[src/rtl/spi_master_if.sv]
// Register bus shared with the GPIO block.
// The CPU side drives this bus. The SPI master answers it.
interface spi_master_if;
  logic [1:0] reg_addr;
  logic [7:0] reg_data_in;
  logic [7:0] reg_data_out;
  logic       reg_write;
  logic       reg_read;

  modport master (
    output reg_addr,
    output reg_data_in,
    output reg_write,
    output reg_read,
    input  reg_data_out
  );

  modport slave (
    input  reg_addr,
    input  reg_data_in,
    input  reg_write,
    input  reg_read,
    output reg_data_out
  );
endinterface

[src/rtl/spi_master.sv]
// Byte-wide SPI master with cpol/cpha, 8-bit SCK divider and
// three active-low chip selects behind an 8-bit register bus.
module spi_master (
  input  logic        clk,
  input  logic        reset,
  input  logic        spi_miso,
  output logic        spi_mosi,
  output logic        spi_clk,
  output logic [2:0]  spi_cs,
  output logic        interrupt,
  spi_master_if.slave bus
);

  typedef enum logic [1:0] {
    IDLE,
    SETUP,
    SHIFT,
    LAST
  } state_t;

  state_t     state_q, state_d;
  logic [5:0] ctrl_q, ctrl_d;
  logic [7:0] div_q, div_d;
  logic [7:0] hc_q, hc_d;
  logic [3:0] ec_q, ec_d;
  logic [7:0] tx_q, tx_d;
  logic [7:0] sh_q, sh_d;
  logic [7:0] rx_q, rx_d;
  logic       mosi_q, mosi_d;
  logic       sck_q, sck_d;
  logic [2:0] cs_q, cs_d;
  logic [2:0] cs_sel;
  logic       done_q, done_d;
  logic       ovr_q, ovr_d;
  logic       irq_q;
  logic       done_set;
  logic       busy;
  logic       hp_end;
  logic       cpha;
  logic       wr_data, wr_ctrl;
  logic       wr_div, wr_stat;
  logic       rd_data;
  logic [7:0] din;
  logic       cs_release;

  assign busy    = (state_q != IDLE);
  assign hp_end  = (hc_q == div_q);
  assign cpha    = ctrl_q[3];
  assign din     = bus.reg_data_in;
  assign wr_data = bus.reg_write
                && bus.reg_addr == 2'd0;
  assign wr_ctrl = bus.reg_write
                && bus.reg_addr == 2'd1;
  assign wr_div  = bus.reg_write
                && bus.reg_addr == 2'd2;
  assign wr_stat = bus.reg_write
                && bus.reg_addr == 2'd3;
  assign rd_data = bus.reg_read
                && bus.reg_addr == 2'd0;

  // A held CS is dropped when hold is cleared or the select moves.
  assign cs_release = wr_ctrl
                   && (!din[4]
                    || din[1:0] != ctrl_q[1:0]);

  always_comb begin
    case (ctrl_q[1:0])
      2'd0:    cs_sel = 3'b110;
      2'd1:    cs_sel = 3'b101;
      2'd2:    cs_sel = 3'b011;
      default: cs_sel = 3'b111;
    endcase
  end

  always_comb begin
    state_d  = state_q;
    ctrl_d   = ctrl_q;
    div_d    = div_q;
    hc_d     = hc_q;
    ec_d     = ec_q;
    tx_d     = tx_q;
    sh_d     = sh_q;
    rx_d     = rx_q;
    mosi_d   = mosi_q;
    sck_d    = sck_q;
    cs_d     = cs_q;
    done_set = 1'b0;

    if (wr_ctrl) begin
      if (busy) ctrl_d[5] = din[5];
      else      ctrl_d    = din[5:0];
    end
    if (wr_div && !busy) div_d = din;

    unique case (state_q)
      IDLE: begin
        sck_d = ctrl_d[2];
        if (cs_release) cs_d = 3'b111;
        if (wr_data) begin
          state_d = SETUP;
          hc_d    = '0;
          ec_d    = '0;
          tx_d    = din;
          sh_d    = '0;
          cs_d    = cs_sel;
          if (!cpha) mosi_d = din[7];
        end
      end
      SETUP: begin
        hc_d = hc_q + 8'd1;
        if (hp_end) begin
          hc_d    = '0;
          state_d = SHIFT;
        end
      end
      SHIFT: begin
        hc_d = hc_q + 8'd1;
        if (hp_end) begin
          hc_d  = '0;
          sck_d = ~sck_q;
          ec_d  = ec_q + 4'd1;
          // ec_q even means this is an odd-numbered edge
          if (~ec_q[0] ^ cpha) begin
            sh_d = {sh_q[6:0], spi_miso};
          end else if (ec_q != 4'd15) begin
            mosi_d = cpha ? tx_q[7] : tx_q[6];
            tx_d   = {tx_q[6:0], 1'b0};
          end
          if (ec_q == 4'd15) state_d = LAST;
        end
      end
      LAST: begin
        hc_d = hc_q + 8'd1;
        if (hp_end) begin
          hc_d     = '0;
          state_d  = IDLE;
          rx_d     = sh_q;
          done_set = 1'b1;
          if (!ctrl_q[4]) cs_d = 3'b111;
        end
      end
      default: state_d = IDLE;
    endcase

    done_d = done_set
          | (done_q
           & ~rd_data
           & ~(wr_stat & din[1]));
    ovr_d  = (wr_data & busy)
          | (ovr_q & ~(wr_stat & din[2]));
  end

  always_ff @(posedge clk) begin
    if (reset) begin
      state_q <= IDLE;
      ctrl_q  <= 6'h03;
      div_q   <= 8'h03;
      hc_q    <= '0;
      ec_q    <= '0;
      tx_q    <= '0;
      sh_q    <= '0;
      rx_q    <= '0;
      mosi_q  <= 1'b0;
      sck_q   <= 1'b0;
      cs_q    <= 3'b111;
      done_q  <= 1'b0;
      ovr_q   <= 1'b0;
      irq_q   <= 1'b0;
    end else begin
      state_q <= state_d;
      ctrl_q  <= ctrl_d;
      div_q   <= div_d;
      hc_q    <= hc_d;
      ec_q    <= ec_d;
      tx_q    <= tx_d;
      sh_q    <= sh_d;
      rx_q    <= rx_d;
      mosi_q  <= mosi_d;
      sck_q   <= sck_d;
      cs_q    <= cs_d;
      done_q  <= done_d;
      ovr_q   <= ovr_d;
      irq_q   <= done_q & ctrl_q[5];
    end
  end

  always_comb begin
    unique case (bus.reg_addr)
      2'd0:    bus.reg_data_out = rx_q;
      2'd1:    bus.reg_data_out = {2'b00, ctrl_q};
      2'd2:    bus.reg_data_out = div_q;
      default: bus.reg_data_out = {5'b0, ovr_q,
                                   done_q, busy};
    endcase
  end

  assign spi_mosi  = mosi_q;
  assign spi_clk   = sck_q;
  assign spi_cs    = cs_q;
  assign interrupt = irq_q;

endmodule

[src/flat_wrapper.sv]
// flat-port wrapper written by rule: the top's interface ports become plain ports
module spi_master_flat 
  (clk, reset, spi_miso, spi_mosi, spi_clk, spi_cs, interrupt, bus_reg_addr, bus_reg_data_in, bus_reg_write, bus_reg_read, bus_reg_data_out);
  spi_master_if bus_i ();
  input  logic clk;
  input  logic reset;
  input  logic spi_miso;
  output logic spi_mosi;
  output logic spi_clk;
  output logic [2:0] spi_cs;
  output logic interrupt;
  input wire logic [$bits(bus_i.reg_addr)-1:0] bus_reg_addr;
  input wire logic [$bits(bus_i.reg_data_in)-1:0] bus_reg_data_in;
  input wire logic [$bits(bus_i.reg_write)-1:0] bus_reg_write;
  input wire logic [$bits(bus_i.reg_read)-1:0] bus_reg_read;
  output wire logic [$bits(bus_i.reg_data_out)-1:0] bus_reg_data_out;
  assign bus_i.reg_addr = bus_reg_addr;
  assign bus_i.reg_data_in = bus_reg_data_in;
  assign bus_i.reg_write = bus_reg_write;
  assign bus_i.reg_read = bus_reg_read;
  assign bus_reg_data_out = bus_i.reg_data_out;
  spi_master u_core (.clk(clk), .reset(reset), .spi_miso(spi_miso), .spi_mosi(spi_mosi), .spi_clk(spi_clk), .spi_cs(spi_cs), .interrupt(interrupt), .bus(bus_i));
endmodule
[config.mk]
export PLATFORM = sky130hd
export DESIGN_NAME = spi_master_flat
export DESIGN_NICKNAME = d
export VERILOG_FILES = /design/src/rtl/spi_master_if.sv /design/src/rtl/spi_master.sv /design/src/flat_wrapper.sv
export SDC_FILE = /design/constraint.sdc
export NUM_CORES = 1
export LEC_CHECK = 0
export CAP_MARGIN = 20
export CORE_ASPECT_RATIO = 1.2
export CORE_MARGIN = 2
export CORE_UTILIZATION = 45
export CTS_BUF_LIST = sky130_fd_sc_hd__clkbuf_8
export DETAILED_ROUTE_END_ITERATION = 12
export PLACE_DENSITY = 0.65
export SKIP_LAST_GASP = 1
export SYNTH_ARGS = -nofsm -noshare
export SYNTH_HDL_FRONTEND = slang
export SYNTH_SLANG_ARGS = --single-unit
[constraint.sdc]
create_clock -name clk -period 2.3 [get_ports clk]
set_input_delay 0.46 -clock clk [delete_from_list [all_inputs] [get_ports clk]]
set_output_delay 0.46 -clock clk [all_outputs]
set_load 0.01 [all_outputs]
# Word level (Yosys, flattened, before mapping)
# Cells that the tools add are included.
[word_totals]
in_bits = 15
wordCells = 123
output_inout_bits = 14
ff_bits = 60
[op_classes]
n_addsub = 2
reduce_logical = 26
n_eq_ne = 23
bitwise_logic = 16
muxes = 40
[ops]
columns = ["operator", "count"]
rows = [
  ["2-to-1 mux 8 bit", 8],
  ["one-hot mux 8 bit (2 select lines)", 3],
  ["one-hot mux 8 bit (3 select lines)", 1],
  ["2-to-1 mux 3 bit", 6],
  ["inequality test 2 x 1 -> 1 bit, second input constant", 7],
  ["equality test 2 bit, second input constant", 5],
  ["2-to-1 mux 2 bit", 5],
  ["AND reduction 5 bit", 2],
  ["2-to-1 mux 1 bit", 9],
  ["one-hot mux 3 bit (3 select lines)", 1],
  ["adder 8 x 1 -> 8 bit, second input constant", 1],
  ["equality test 8 bit", 1],
  ["2-to-1 mux 4 bit", 2],
  ["one-hot mux 2 bit (4 select lines)", 1],
  ["one-hot mux 4 bit (2 select lines)", 1],
  ["AND reduction 4 bit", 2],
  ["AND 1 bit", 7],
  ["logical AND 1 bit", 7],
  ["equality test 2 x 1 -> 1 bit, second input constant", 3],
  ["zero test 2 bit", 3],
  ["inequality test 2 bit, second input constant", 3],
  ["NOT 1 bit", 6],
  ["one-hot mux 3 bit (2 select lines)", 1],
  ["AND reduction 2 bit", 3],
  ["14 further kinds", 19],
]

# Logic depth before layout (Yosys ltp)
# Gate-level depths: netlist of run 1.
[logic_depth]
ltp_word = 6
ltp_mapped = 9
ltp_nobuf = 7

# Worst setup path before layout of run 1
# OpenSTA, ideal clock, no wires.
[synth_path]
path_kind = "register to register"
start = "register u_core.hc_q[1]"
end = "register u_core.ec_q[3]"
t_required_ns = 2.230
path_slack_ns = 0.401
stages_incl_launch_ff = 6
n_path_buf = 0
arrival_time_ns = 1.829
synth_period_minus_slack_ns = 1.899
setup_time_ns = 0.070
path_cell_list = "dfxtp_1 > xor2_1 > nor4_4 > a41oi_4 > or4_1 > a21oi_1"
[synth_via]
elab_chain_len = 3
[synth_rtl]
columns = ["item", "line", "text"]
rows = [
  ["from (decl)", "spi_master.sv:24", "logic [7:0] hc_q, hc_d;"],
  ["from (signal assigned)", "spi_master.sv:158", "hc_q <= '0;"],
  ["from (signal assigned)", "spi_master.sv:173", "hc_q <= hc_d;"],
  ["equality test 8 bit", "spi_master.sv:47", "assign hp_end = (hc_q == div_q);"],
  ["inequality test 2 x 1 -> 1 bit (no line)", "--", ""],
  ["AND reduction 3 bit (no line)", "--", ""],
  ["to (signal assigned)", "spi_master.sv:159", "ec_q <= '0;"],
  ["to (signal assigned)", "spi_master.sv:174", "ec_q <= ec_d;"],
  ["to (decl)", "spi_master.sv:25", "logic [3:0] ec_q, ec_d;"],
]
# Every way passes these cells.
# A chain may end at the register's enable or synchronous reset.

# Worst setup path after layout of run 1
[layout_path]
start = "input port bus_reg_addr[1]"
end = "output port bus_reg_data_out[2]"
[layout_via]
elab_chain_len = 2
elab_cells_between_ends = 4
classes_between = "eq/ne (2); mux (1); reduce/logical (1)"
[layout_rtl]
columns = ["item", "line", "text"]
rows = [
  ["from (decl)", "flat_wrapper.sv:12", "input wire logic [$bits(bus_i.reg_addr)-1:0] bus_reg_addr;"],
  ["equality test 2 bit, or another cell as far along", "spi_master.sv:188", "unique case (bus.reg_addr)"],
  ["one-hot mux 8 bit (3 select lines) *", "spi_master.sv:188", ""],
  ["to (decl)", "flat_wrapper.sv:16", "output wire logic [$bits(bus_i.reg_data_out)-1:0] bus_reg_data_out;"],
]
# Every way passes the cells marked *; elsewhere a longest branch is shown, timed or not.

==> results of run 1 <==
## flip-flops by register name, indices dropped and copies added (netlist names)
name	flops
u_core.state_q	2
u_core.interrupt	1
u_core.rx_q	8
u_core.done_q	1
u_core.ovr_q	1
u_core.sh_q	8
u_core.spi_mosi	1
u_core.spi_cs	3
u_core.div_q	8
u_core.hc_q	8
u_core.tx_q	8
u_core.ctrl_q	6
u_core.spi_clk	1
u_core.ec_q	4
## synth_stat cells, drive strengths merged
master,instances,area share
a211o,3,0.0088
a211oi,2,0.0050
a21bo,2,0.0067
a21oi,36,0.060
a311oi,7,0.020
a31o,1,0.0029
a41o,1,0.0033
a41oi,2,0.012
and2,2,0.0042
and3,6,0.013
buf,9,0.016
clkbuf,11,0.014
dfxtp,60,0.40
ha,7,0.029
inv,5,0.0063
mux2,1,0.0038
mux2i,28,0.094
mux4,3,0.023
nand2,35,0.045
nand2b,4,0.0084
nand3,19,0.032
nand3b,3,0.0075
nand4,7,0.015
nor2,33,0.041
nor2b,1,0.0021
nor3,2,0.0050
nor3b,2,0.0050
nor4,2,0.014
nor4b,1,0.0029
nor4bb,1,0.0033
o21ai,14,0.023
o21bai,2,0.0050
o2bb2ai,1,0.0029
or3,3,0.0063
or3b,1,0.0029
or4,1,0.0025
xnor2,4,0.012
xor2,14,0.041
## routing by layer
layer	track usage	routed length [um]	vias to the layer above
met1	0.2788	3410	1243
met2	0.3405	3581	56
met3	0.05695	272	12
met4	0.08333	148	0
li1	-	-	1301
met5	0	0	-
## power by group
group	switching (mW)	internal, mW	total, mW	leakage (nW)
registers	0.0303	1.07	1.10	0.486
logic	0.179	0.159	0.338	0.939
clock network	0.409	0.630	1.04	0.115
## worst max-delay path, cell delays in order
cell and delay (ns):
clkdlybuf4s50_1 0.49, buf_6 0.14, mux4_2 0.50, clkdlybuf4s15_1 0.25
## worst paths after layout
kind,from,to,slack (ns),cells after the start
min,u_core.done_q$_SDFF_PP0_,u_core.interrupt$_SDFF_PP0_,0.46,2
max reg2reg,u_core.div_q[1]$_SDFFE_PP1P_,u_core.sh_q[2]$_SDFFE_PP0P_,0.20,7
min reg2reg,u_core.done_q$_SDFF_PP0_,u_core.interrupt$_SDFF_PP0_,0.46,2
max,bus_reg_addr[1],bus_reg_data_out[2],0.008,4
## timing repair
| item | 4_1_cts | 5_1_grt |
|---|---|---|
| hold buffers | 0 | 0 |
| gates resized for setup | 14 | 5 |
| setup endpoints to repair | 8 | 4 |
| gates cloned | 0 | 0 |
| setup buffers | 0 | 0 |
| hold endpoints to repair | 0 | 0 |
## kinds of logic (layout without fill, tap and decap cells)
logic type | Yosys count | count (layout) | share of synthesized area
AOI/OAI and AO/OA | 71 | 71 | 0.1510
DFF | 60 | 60 | 0.4015
adders and majority gates | 7 | 7 | 0.02928
and+or+nand+nor | 123 | 123 | 0.2095
xor gates and xnor gates | 18 | 18 | 0.05270
buffers and inverters | 25 | 82 | 0.03597
muxes | 32 | 32 | 0.1200
## area by class of cell
class / instances / area share
Clock buffer: 10 / 0.03662
Clock inverter: 6 / 0.02130
Inverter: 5 / 0.004993
Multi-Input combinational cell: 251 / 0.4504
Sequential cell: 60 / 0.3196
Tap cell: 85 / 0.02830
Timing Repair Buffer: 61 / 0.1388
## stage by stage
| step | cell area, um^2 | std cells |
|---|---|---|
| after floorplan | 2992 | 336 |
| after global placement | 3545 | 462 |
| after detailed placement | 3545 | 462 |
| after CTS | 3762 | 478 |
| after global routing | 3759 | 478 |
| final | 3759 | 478 |
## cell usage in the layout (no fill, tap or decap), drive strengths merged, types with 2 or more instances in the layout
cell type | Yosys | final
xor2 | 14 | 14
dfxtp | 60 | 60
ha | 7 | 7
and3 | 6 | 6
nand3 | 19 | 19
buf | 9 | 35
or3 | 3 | 3
nor2 | 33 | 33
nand4 | 7 | 7
and2 | 2 | 2
a41oi | 2 | 2
mux4 | 3 | 3
a211o | 3 | 3
bufinv | 0 | 2
nor3 | 2 | 2
nand2b | 4 | 4
o21ai | 14 | 14
a211oi | 2 | 2
nor4 | 2 | 2
mux2i | 28 | 28
nor3b | 2 | 2
xnor2 | 4 | 4
o21bai | 2 | 2
a311oi | 7 | 7
inv | 5 | 7
nand3b | 3 | 3
a21oi | 36 | 36
nand2 | 35 | 35
a21bo | 2 | 2
dlygate4sd2 | 0 | 6
clkbuf | 11 | 11
clkdlybuf4s50 | 0 | 18
==> impl_metrics.tcl, run 1 <==
set metrics [dict create \
    rows 32 \
    seq_area_um2 1201 \
    max_cap_viol_count 0 \
    yosysUniqueCellTypes 44 \
    end_kind "primary output" \
    vdd_drop_max_v 0.0004090 \
    power_density_nw_per_um2 659.4 \
    wl_per_cell_um 15.51 \
    holdCritPathClass "flip-flop to flip-flop" \
    dr.pass1.iters 5 \
    grt_pass1_wl_um 12100 \
    finalSetupTns_ns 0 \
    fin_nets 410 \
    critPathKind "input pin to primary output" \
    die-area_um2 7319 \
    preCtsSetupSlack_ns -0.3089 \
    grt_max_degree 27 \
    wirelength_um 7413 \
    p_total_mw 2.478 \
    numClockSinks 60 \
    num_io_pins 29 \
    ant_nets 0 \
    p_leak_nw 1.540 \
    diodes 0 \
    status "complete, no violations" \
    cts_buffers 9 \
    gp_congestion 0.8295 \
    overflow 0 \
    post-route-period-util 0.9966 \
    track_usage 0.2146 \
    tightest_slew_ns 0.5522 \
    cts_tree "done" \
    syn_to_final_growth_pct 25.64 \
    postSynthCellCount 336 \
    seq_area_frac_synth 0.4015 \
    skew_ns 0.01012 \
    rsz0062_at_grt "true" \
    finish.utilization 0.5831 \
    cts_root_buf "clkbuf_8" \
    drive_gt1_frac 0.1628 \
    core_area_um2 6446 \
    port_buffers 28 \
    cp.required_ns 1.84 \
    avgSynthCellArea_um2 8.904 \
    setup_viol 0 \
    multi_input_area_um2 1693 \
    hold_slack_ns 0.4647 \
    die_x_um 78.43 \
    hold_violations 0 \
    first_iter_violations 177 \
    relSlewSlack 0.6291 \
    min_period_ns 2.292 \
    dp.final_hpwl_um 5389 \
    drc 0 \
    cts.clk_slew.worst_paths_ns 0.07 \
    fmax_mhz 436.3 \
    clockBufferDepth 2 \
    cp.arrival_ns 1.83 \
    vias 2612 \
    worst_slack_ns 0.007755 \
    antenna_found_initial 0 \
    synth_nets 358 \
    cp_max_fo 6 \
    clk_latency_ns 0.34 \
    drv_slew 0 \
    synth_area_um2 2992 \
    avgViaCountPerCell 5.464 \
    h-tree-depth 3 \
    crit_path_start_kind "input pin" \
    ys_ff_latch 60 \
    dieHeight_um 93.32 \
    grt_pass1_vias 2465 \
    initial_core_util 0.4641 \
    fillers 582 \
    ys_warn_count 0 \
]
Note: power is estimated with default switching activity, not from simulation.
==> inputs of run 2 (changes only) <==
--- a/config.mk
+++ b/config.mk
@@ -11,7 +11,7 @@
 export CORE_UTILIZATION = 45
 export CTS_BUF_LIST = sky130_fd_sc_hd__clkbuf_8
 export DETAILED_ROUTE_END_ITERATION = 12
-export PLACE_DENSITY = 0.65
+export PLACE_DENSITY = 0.66
 export SKIP_LAST_GASP = 1
 export SYNTH_ARGS = -nofsm -noshare
 export SYNTH_HDL_FRONTEND = slang
==> impl_metrics.tcl, run 2 (same netlist as run 1, synthesis figures left out) <==
set metrics [dict create \
    drv_slew 0 \
    ff2ff_setup_slack_ns 0.28 \
    numClockSinks 60 \
    dr.pass1.iters 4 \
    cp_slowest_cell "clkdlybuf4s50_1" \
    core_area_um2 6446 \
    h-tree-depth 3 \
    slowest_delay_ns 0.55 \
    p_int_mw 1.766 \
    rows 32 \
    holdCritPathClass "flip-flop to flip-flop" \
    min_period_ns 2.209 \
    skew_ns 0.007567 \
    critPathKind "input pin to primary output" \
    cts_tree "done" \
    fin_nets 410 \
    rsz0062_at_grt "false" \
    track_usage 0.2178 \
    dp_cells 459 \
    clkPwrFrac 0.394 \
    ant_nets 0 \
    dp.final_hpwl_um 5425 \
    worst_slack_ns 0.09091 \
    grt_max_degree 25 \
    p_leak_nw 1.548 \
    cp_max_fo 5 \
    drive_gt1_frac 0.1662 \
    wirelength_um 7488 \
    cp.arrival_ns 1.75 \
    comb_power_share 0.140 \
    wl_per_cell_um 15.73 \
    syn_to_final_growth_pct 24.47 \
    cts_buffers 9 \
    top_layer "met4" \
    cts_root_buf "clkbuf_8" \
    max_cap_viol_count 0 \
    worstSetupStartpoint "bus_reg_addr[1]" \
    fmax_mhz 452.7 \
    setup_viol 0 \
    final_cells 476 \
    swShare 0.2545 \
    num_io_pins 29 \
    finalSetupTns_ns 0 \
    r2r-end "u_core.hc_q[4]$_SDFFE_PP0N_" \
    port_buffers 28 \
    r2r_cells 6 \
    cp_num_cells 6 \
    final_cell_mix "60 x dfxtp_1, 36 x a21oi_1, 34 x nand2_1, 33 x nor2_1, 31 x buf_4" \
    cts.clk_slew.worst_paths_ns 0.06 \
    seqPwrFrac 0.465 \
    cp_top_family "buffers and inverters" \
    first_iter_violations 146 \
    initial_core_util 0.4641 \
    final_common_cell "dfxtp_1" \
    die-area_um2 7319 \
    preCtsSetupSlack_ns -0.2994 \
    grt_pass1_vias 2471 \
    r2r_start "u_core.div_q[1]$_SDFFE_PP1P_" \
    path_cells "dlygate4sd2_1 > buf_6 > buf_4 > mux2i_1 > nor2_1 > clkdlybuf4s50_1" \
    power_density_nw_per_um2 636.0 \
    cp.required_ns 1.84 \
    vias 2631 \
    clockBufferDepth 2 \
    drc 0 \
    worst-path-buf-inv 4 \
    vdd_drop_max_v 0.0003062 \
    met3_length_um 204 \
    die_x_um 78.43 \
    antenna_found_initial 0 \
    route.met2.wl_um 3685 \
    gp_congestion 0.8462 \
    overflow 0 \
    hold_violations 0 \
    dieHeight_um 93.32 \
    cp-endpoint "bus_reg_data_out[7]" \
    post-route-period-util 0.9605 \
    diodes 0 \
    tightest_slew_ns 0.5624 \
    p_total_mw 2.368 \
    crit_path_start_kind "input pin" \
    power.switching_mw 0.6027 \
    clk_latency_ns 0.34 \
    avgViaCountPerCell 5.527 \
    grt_pass1_wl_um 12280 \
    end_kind "primary output" \
    relSlewSlack 0.6243 \
    wirelength_met1_um 3383 \
    hold_slack_ns 0.4623 \
    cts_hold_buffers 0 \
    status "complete, no violations" \
]
run 2: cell types whose count changed in the layout (fill, tap and decap cells not counted), moves of 2 or more:
cell	delta
dlymetal6s2s_1	+2
inv_1	-3
dlygate4sd2_1	-2
inv_2	+2
run 2: per-layer routing:
metal | GRT usage | up-vias
met2 | 0.3578 | 51
met5 | 0 | -
li1 | - | 1299
met3 | 0.04826 | 17
met4 | 0.09064 | 0
met1 | 0.2762 | 1264
run 2: how the worst min path moves through the flow:
stage | from | endpoint | slack, ns | depth (start not counted)
after detailed placement | u_core.ctrl_q[5]$_SDFFE_PP0P_ | u_core.interrupt$_SDFF_PP0_ | 0.46 | 2
after global placement | u_core.ctrl_q[5]$_SDFFE_PP0P_ | u_core.interrupt$_SDFF_PP0_ | 0.45 | 2
after floorplan | u_core.ctrl_q[5]$_SDFFE_PP0P_ | u_core.interrupt$_SDFF_PP0_ | 0.42 | 2
after global routing | u_core.ctrl_q[5]$_SDFFE_PP0P_ | u_core.interrupt$_SDFF_PP0_ | 0.49 | 2
final | u_core.ctrl_q[5]$_SDFFE_PP0P_ | u_core.interrupt$_SDFF_PP0_ | 0.46 | 2
after CTS | u_core.ctrl_q[5]$_SDFFE_PP0P_ | u_core.interrupt$_SDFF_PP0_ | 0.47 | 2
run 2: cell type report:
cell class / count / area (um^2)
well taps: 85 / 106.4
clock inverters: 3 / 38.79
repair buffers: 61 / 514.2
clock buffers: 11 / 151.4
fillers: 568 / 2723
inverters: 5 / 18.77
multi-input cells: 251 / 1693
flip-flops and latches: 60 / 1201
run 2: power by group through the flow:
stage	clock network [mW]	registers, mW	logic, mW
floorplan	0	1.12	0.200
global placement	0	1.12	0.327
detailed placement	0	1.12	0.331
CTS	0.955	1.10	0.333
global route	0.999	1.10	0.364
finish	0.934	1.10	0.332
run 2: metrics by stage:
step	utilization	area, um^2
2_1_floorplan	-	2992
3_3_place_gp	0.5444	3510
3_5_place_dp	0.5444	3510
4_1_cts	0.5774	3722
5_1_grt	0.5776	3724
6_report	0.5776	3724
run 2: worst min-delay path, cell delays in order (launching register included):
cell     delay (ns)
dfxtp_1        0.33
nand2_1        0.06
nor2_1         0.04
run 2: repair_timing:
action,4_1_cts,5_1_grt
setup endpoints to repair,8,2
gates resized for setup,15,4
pin swaps,0,0
setup buffers,2,0
gates cloned,1,0
endpoints found under the hold margin,0,0
==> inputs of run 3 (changes only) <==
--- a/config.mk
+++ b/config.mk
@@ -12,7 +12,6 @@
 export CTS_BUF_LIST = sky130_fd_sc_hd__clkbuf_8
 export DETAILED_ROUTE_END_ITERATION = 12
 export PLACE_DENSITY = 0.66
-export SKIP_LAST_GASP = 1
 export SYNTH_ARGS = -nofsm -noshare
 export SYNTH_HDL_FRONTEND = slang
 export SYNTH_SLANG_ARGS = --single-unit
==> results of run 3 <==
Final layout, timing and power as in run 2 (identical DEF).
==> patch, RTL diff (settings of run 3) <==
Add an input register stage for `spi_miso`, with the module's reset; this delays it by one clock. The other inputs are not delayed to match.
--- a/src/rtl/spi_master.sv
+++ b/src/rtl/spi_master.sv
@@ -19,2 +19,12 @@
   } state_t;
+
+  logic spi_miso_q;
+
+  always_ff @(posedge clk) begin
+    if (reset) begin
+      spi_miso_q <= '0;
+    end else begin
+      spi_miso_q <= spi_miso;
+    end
+  end
 
@@ -123,3 +133,3 @@
           if (~ec_q[0] ^ cpha) begin
-            sh_d = {sh_q[6:0], spi_miso};
+            sh_d = {sh_q[6:0], spi_miso_q};
           end else if (ec_q != 4'd15) begin
Behaviour: no difference found for any inputs over 10 cycles, from zero or initial values and one cycle with reset high; that may be too few to reach the edited logic, so the function may still have changed.
==> patch against run 3 <==
Sequential cell count up 1; routed wire length down 0.68%; power up 0.35%; register-to-register slack better by 110 ps; combinational power down 3%; via count down 0.34%; final area down 0.64%; maximum frequency down 0.47%; worst setup slack worse by 10 ps; area after synthesis up 1.4%; largest power group unchanged.
==> patch: results (changes against run 3) <==
Status -> completed
Fill count -> 620 (+9.2%)
GP Congestion -> 0.8172 (-3.4%)
DR pass1 iterations -> 4 (unchanged)
Final WL -> 7.437 mm (-0.68%)
Final #Nets -> 404 (-1.5%)
CTS Buf Count -> 9 (unchanged)
Vias/cell -> 5.543 (+0.29%)
Syn_nets -> 362 (+1.1%)
Overall Global Routing Usage -> 21.80% (+0.028 points)
Worst slew margin -> 60.82% (-1.6 points)
Root buf cell -> clkbuf_8
Cell leakage power -> 1.496 nW (-3.4%)
Largest net degree at the start of global routing -> 36 (+44%)
Critical Path Max Stage Delay -> 470 ps (-80 ps)
Clock skew after layout -> 7.435 ps (-0.1323 ps)
Vias in the first global route -> 2612 (+5.7%)
Power Clock -> 0.938 mW (+0.4%)
Post-synth cell types -> 43 (-2.3%)
Max FO, Critical Path -> 9 (+4)
Post-DP HPWL -> 5.256 mm (-3.1%)
Synth area leaders -> dfxtp_1 40%, mux2i_1 9.9%, a21oi_1 6.3%, nand2_1 4.0%, a311oi_1 3.8%
Internal power -> 1.752 mW (-0.76%)
Slowest stage cell, crit path -> clkdlybuf4s50_1
Pre-CTS setup slack -> -296.6 ps (+2.771 ps)
Most instantiated cells after synthesis -> 61 x dfxtp_1, 38 x a21oi_1, 32 x nand2_1
DR iter-0 viols -> 174 (+19%)
Share of layout cells above drive strength 1 -> 13.92% (-2.7 points)
Sequential Power Share -> 47.0% (+0.5 points)
Hold path start -> u_core.done_q
Post-CTS Setup Repair Bufs -> 0 (-2)
H-tree depth -> 3 (unchanged)
Sequential area share after synthesis -> 40.25% (+0.097 points)
Peak VDD IR -> 304.6 uV (-0.51%)
Worst R2R Start -> u_core.hc_q[6]
First-pass GRT wire length -> 12.55 mm (+2.2%)
[patch: path summary, 6_finish.rpt]
path	endpoint	slack (ps)	cells past startpoint
min	u_core.interrupt	470	2
min reg2reg	u_core.interrupt	470	2
max reg2reg	u_core.ec_q[3]	390	6
max	bus_reg_data_out[3]	80	6
[patch: stage by stage]
step           cell area, sq um  TNS, ps  cells  total power, mW
6_report                   3700        0    473            2.377
5_1_grt                    3700        0    473            2.482
4_1_cts                    3707        0    472            2.391
3_5_place_dp               3516    -5062    456            1.463
3_3_place_gp               3516    -4045    456            1.459
2_1_floorplan              3034        0    341            1.330
[patch: metal layers]
metal | vias to the layer above | routed length (um) | GRT usage [%]
li1 | 1310 | - | -
met1 | 1252 | 3473 | 28.10
met2 | 43 | 3529 | 35.10
met3 | 17 | 208 | 3.365
met4 | 0 | 225 | 11.35
met5 | - | 0 | 0
[patch: area by class of cell]
cell class | count | area [sq um] | area share, %
sequential | 61 | 1221 | 33.01
inverter | 5 | 18.77 | 0.5073
timing repair buffer | 54 | 464.2 | 12.55
multi-input combinational | 252 | 1697 | 45.86
tap | 85 | 106.4 | 2.875
clock inverter | 6 | 55.05 | 1.488
clock buffer | 10 | 137.6 | 3.720
[patch: critical path: cells and delay by family]
family / cells / cell delay, ps
buf+inv: 3 / 900
compound gates: 1 / 120
simple gates: 2 / 270
[patch: logic make-up (layout without fill, tap and decap cells)]
group | after synthesis | in the layout | synth area share, %
AND/OR/NAND/NOR | 120 | 120 | 20.17
AO/OA/AOI/OAI | 81 | 81 | 17.53
flip-flops | 61 | 61 | 40.25
multiplexers | 34 | 34 | 12.49
buffers and inverters | 28 | 75 | 3.918
XOR/XNOR | 11 | 11 | 3.176
adder cells (fa/ha/maj) | 6 | 6 | 2.474
